<file path="src/rtl/hazard_unit.sv">
// Hazard controller for the five-stage MIPS core: tracks E/M/W in a shadow
// pipeline and produces the D-stage stall plus D/E forwarding selects.
module hazard_unit #(
  parameter int CNT_W = 16
) (
  input  logic             clk,
  input  logic             rst_n,
  input  logic [31:0]      Instr_D,
  input  logic [3:0]       InstrType_D,
  output logic             stall,
  output logic             fwd_rs_D,
  output logic             fwd_rt_D,
  output logic [1:0]       fwd_rs_E,
  output logic [1:0]       fwd_rt_E,
  output logic [CNT_W-1:0] stall_cnt
);

  localparam logic [3:0] T_RTYPE = 4'd1;
  localparam logic [3:0] T_IALU  = 4'd2;
  localparam logic [3:0] T_BEQ   = 4'd3;
  localparam logic [3:0] T_LOAD  = 4'd4;
  localparam logic [3:0] T_JR    = 4'd5;
  localparam logic [3:0] T_JAL   = 4'd6;
  localparam logic [3:0] T_STORE = 4'd7;

  typedef struct packed {
    logic [3:0] typ;
    logic [4:0] dst;
    logic [4:0] rs;
    logic [4:0] rt;
  } stage_t;

  localparam stage_t BUBBLE = '0;

  stage_t d_s;
  stage_t e_q, e_d, m_q, m_d, w_q, w_d;
  logic [CNT_W-1:0] cnt_q, cnt_d;

  logic e_writer, e_load, m_alu, m_load, w_writer, d_branch;
  logic load_use, branch_haz;

  // Unused sources collapse to $0 so they can never match a writer.
  always_comb begin
    d_s     = BUBBLE;
    d_s.typ = InstrType_D;
    if (InstrType_D inside {T_RTYPE, T_IALU, T_BEQ, T_LOAD, T_JR, T_STORE})
      d_s.rs = Instr_D[25:21];
    if (InstrType_D inside {T_RTYPE, T_BEQ, T_STORE})
      d_s.rt = Instr_D[20:16];
    case (InstrType_D)
      T_RTYPE:        d_s.dst = Instr_D[15:11];
      T_IALU, T_LOAD: d_s.dst = Instr_D[20:16];
      T_JAL:          d_s.dst = 5'd31;
      default:        d_s.dst = 5'd0;
    endcase
  end

  assign e_writer = (e_q.typ inside {T_RTYPE, T_IALU, T_LOAD, T_JAL}) && (e_q.dst != 5'd0);
  assign e_load   = (e_q.typ == T_LOAD) && (e_q.dst != 5'd0);
  assign m_alu    = (m_q.typ inside {T_RTYPE, T_IALU, T_JAL}) && (m_q.dst != 5'd0);
  assign m_load   = (m_q.typ == T_LOAD) && (m_q.dst != 5'd0);
  assign w_writer = (w_q.typ inside {T_RTYPE, T_IALU, T_LOAD, T_JAL}) && (w_q.dst != 5'd0);
  assign d_branch = (d_s.typ == T_BEQ) || (d_s.typ == T_JR);

  always_comb begin
    load_use   = e_load && ((e_q.dst == d_s.rs) || (e_q.dst == d_s.rt));
    branch_haz = d_branch &&
                 ((e_writer && ((e_q.dst == d_s.rs) || (e_q.dst == d_s.rt))) ||
                  (m_load   && ((m_q.dst == d_s.rs) || (m_q.dst == d_s.rt))));
    stall      = load_use || branch_haz;
    fwd_rs_D   = !stall && d_branch && m_alu && (m_q.dst == d_s.rs);
    fwd_rt_D   = !stall && (d_s.typ == T_BEQ) && m_alu && (m_q.dst == d_s.rt);
  end

  // M beats W; a load in M is deliberately excluded from forwarding.
  always_comb begin
    fwd_rs_E = 2'd0;
    fwd_rt_E = 2'd0;
    if (m_alu && (m_q.dst == e_q.rs))         fwd_rs_E = 2'd2;
    else if (w_writer && (w_q.dst == e_q.rs)) fwd_rs_E = 2'd1;
    if (m_alu && (m_q.dst == e_q.rt))         fwd_rt_E = 2'd2;
    else if (w_writer && (w_q.dst == e_q.rt)) fwd_rt_E = 2'd1;
  end

  always_comb begin
    e_d   = stall ? BUBBLE : d_s;
    m_d   = e_q;
    w_d   = m_q;
    cnt_d = cnt_q;
    if (stall && !(&cnt_q)) cnt_d = cnt_q + 1'b1;
  end

  always_ff @(posedge clk) begin
    if (!rst_n) begin
      e_q   <= BUBBLE;
      m_q   <= BUBBLE;
      w_q   <= BUBBLE;
      cnt_q <= '0;
    end else begin
      e_q   <= e_d;
      m_q   <= m_d;
      w_q   <= w_d;
      cnt_q <= cnt_d;
    end
  end

  assign stall_cnt = cnt_q;

endmodule

</file>
<file path="config.mk">
export PLATFORM = sky130hd
export DESIGN_NAME = hazard_unit
export DESIGN_NICKNAME = d
export VERILOG_FILES = /design/src/rtl/hazard_unit.sv
export SDC_FILE = /design/constraint.sdc
export NUM_CORES = 1
export LEC_CHECK = 0
export BUFFER_PORTS_ARGS = -buffer_cell sky130_fd_sc_hd__buf_2
export CAP_MARGIN = 40
export CORE_ASPECT_RATIO = 1.1
export CORE_MARGIN = 2
export CORE_UTILIZATION = 40
export CTS_CLUSTER_DIAMETER = 60
export DETAILED_ROUTE_END_ITERATION = 7
export PLACE_DENSITY_LB_ADDON = 0.08
export SLEW_MARGIN = 25
export SYNTH_ARGS = -nofsm -noshare
export SYNTH_HDL_FRONTEND = slang
export SYNTH_SLANG_ARGS = --single-unit
</file>
<file path="constraint.sdc">
create_clock -name clk -period 3.3 [get_ports clk]
set_input_delay 0 -clock clk [delete_from_list [all_inputs] [get_ports clk]]
set_output_delay 0 -clock clk [all_outputs]
set_load 0.02 [all_outputs]
</file>
==> out/metrics.cfg <==
[outcome]
status = finished clean

[clock_network]
clock-sinks = 53
cts_tree = yes
clkTransAtPathRegs_ps = 90
cts_root_buf = clkbuf_8
cts_resized = 0
clockBufferDepth = 2
htree_levels = 2
numCtsBuffers = 5
clock_latency_ps = 310

[grt]
track_usage_pct = 18.3
antenna_found_initial = 0
grt_pass1_vias = 2389
grt_overflow = 0
grt_max_degree = 46
grt_pass1_wl_um = 11700

[synthesis]
syn_inst = 331
yosysWarnings = 0
ys_top_cells_by_count = dfxtp_1 (53), nand2_1 (21), nor2_1 (21)
synth-seq-area-share_pct = 36.7
synth-seq-cells = 53
yosys-top-cells-area = dfxtp_1 (37%), xnor2_1 (4.9%), xor2_1 (4.5%)
synth_edf_count = 0
synthFlopType = dfxtp_1
synthMostInstantiatedCell = dfxtp_1
synth.avg_cell_area_um2 = 8.72
synth_top_area_share_pct = 36.7
synth_area_leader_cell = dfxtp_1
ys_types = 52
synthArstFlopShare_pct = 0
synth_nets = 370
synth_area_um2 = 2890

[sta]
drv_slew = 0
fin_setup_tns_ps = 0
fin_hold_ws_ps = 11.6
rsz0062_at_grt = false
slew_headroom_pct = 51.0
max_freq_mhz = 352
worstMarginPinSlew_ps = 735
hold_violations = 0
finalCriticalPeriod_ps = 2840
final.setup_skew_ps = 11.9
period_share_pct = 86.0
setup_violations = 0

[routing]
wl_per_cell_um = 15.2
viasPerCell = 5.45
drtAntennaViolNets = 0
route.detailed.drc = 0
firstDrtPassIters = 4
drt-initial-drc-count = 159
wirelength_um = 6870
vias = 2467

[finish]
finalNonFillerCells = 453
final_area_um2 = 3270
layout-drive-gt1-share_pct = 16.3
nets = 406
synthToLayoutAreaGrowth_pct = 13.3
diodes = 0

[worst_setup_path]
r2r-end = e_q[10]
worst_ep_required_time_ps = 3300
cp.arrival_ps = 2840
reg2reg_depth = 7
path_class = reg -> out
r2r_slack_ps = 660
endpoint_kind = primary output
start_kind = register
path_max_fanout = 26
r2r_start = e_q[11]

[min_path]
hold_depth = 3
min_to = e_q[10]
hp-class = in -> reg
hold_start = Instr_D[11]

[run]
cap_violations = 0

[die]
start_util_pct = 41.2
rows = 32
die_x_um = 85.0
dieArea_um2 = 7920
coreArea_um2 = 7010
die_y_um = 93.1
top_level_ports = 61

[power]
leakagePower_nw = 1.33
total_power_mw = 1.22
ir_drop_mv = 0.167
power_density_nw_per_um2 = 374

[placement]
place_area_um2 = 3130
placed_cells = 441
gp_congestion = 0.911
dp_hpwl_um = 4950
port_buffers = 43

## where the power goes
group | switching, mW | internal, mW | total, mW
Combinational | 0.0941 | 0.0702 | 0.164
Clock | 0.214 | 0.170 | 0.385
Sequential | 0.0178 | 0.656 | 0.673
## worst max path at each step
stage | startpoint | to | slack, ps | cells past startpoint
after global placement | InstrType_D[3] | e_q[10] | 630 | 8
after floorplan | e_q[11] | fwd_rs_D | 990 | 8
after CTS | e_q[11] | fwd_rt_D | 490 | 8
final | e_q[11] | fwd_rt_D | 460 | 8
after detailed placement | InstrType_D[3] | e_q[10] | 650 | 8
after global routing | e_q[13] | fwd_rt_D | 310 | 8
## through the flow
step                utilization [%]  setup slack, ps
floorplan                         -              990
global placement               44.7              628
detailed placement             44.7              651
CTS                            46.7              492
global route                   46.7              313
finish                         46.7              462
## kinds of logic after synthesis
logic type / Yosys count / share of synthesized area (%)
XOR/XNOR: 32 / 10.4
AO/OA/AOI/OAI: 46 / 11.7
flip-flops: 53 / 36.7
AND/OR/NAND/NOR: 153 / 30.4
buffers and inverters: 29 / 4.51
multiplexers: 12 / 4.16
adder cells (fa/ha/maj): 6 / 2.17
## timing repair
| action | CTS | global route |
|---|---|---|
| hold endpoints to repair | 4 | 0 |
| hold buffers | 4 | 0 |
| buffers inserted | 0 | 0 |
## area by class of cell
type / count / area (um2)
Multi-Input combinational cell: 249 / 1700
Timing Repair Buffer: 49 / 270
Clock inverter: 2 / 13.8
Sequential cell: 53 / 1060
Tap cell: 85 / 106
Fill cell: 717 / 3740
Inverter: 9 / 33.8
Clock buffer: 6 / 82.6
## layout by cell type, fill, tap and decap left out, types with 4 or more instances in the layout
cell type | Yosys | layout
nor3_1 | 20 | 20
xor2_1 | 15 | 15
buf_2 | 2 | 43
nor2_1 | 21 | 21
a22oi_1 | 5 | 5
clkbuf_8 | 0 | 6
mux2i_1 | 12 | 12
inv_1 | 9 | 9
dfxtp_1 | 53 | 53
nand4_1 | 5 | 5
a21oi_1 | 7 | 7
xnor2_1 | 16 | 16
maj3_1 | 5 | 5
and2_1 | 16 | 16
a31oi_1 | 6 | 6
nand2_1 | 21 | 21
dlygate4sd3_1 | 0 | 4
nor4_1 | 8 | 7
o31ai_1 | 4 | 4
nand3_1 | 9 | 9
nand2b_1 | 13 | 13
or4_1 | 4 | 4
o32ai_1 | 5 | 5
and3_1 | 11 | 11
nor4bb_1 | 6 | 6
## layer usage
metal,vias up,track usage [%],routed length (um)
met5,-,0,0
met4,0,4.76,74
met3,6,3.00,290
met2,50,29.2,3150
met1,1144,25.8,3360
li1,1267,-,-
## critical path: stages (launching register included)
cell	delay, ps
dfxtp_1	380
or3_1	400
o31a_1	270
o31ai_1	120
nand4b_1	180
o2111a_2	540
nand2_1	150
nor4_1	240
buf_2	230
## state kept, by name (all words and copies together) (netlist names)
name / cells
m_q: 9
stall_cnt: 16
w_q: 9
e_q: 19
Power figures use the tool's default switching activity.
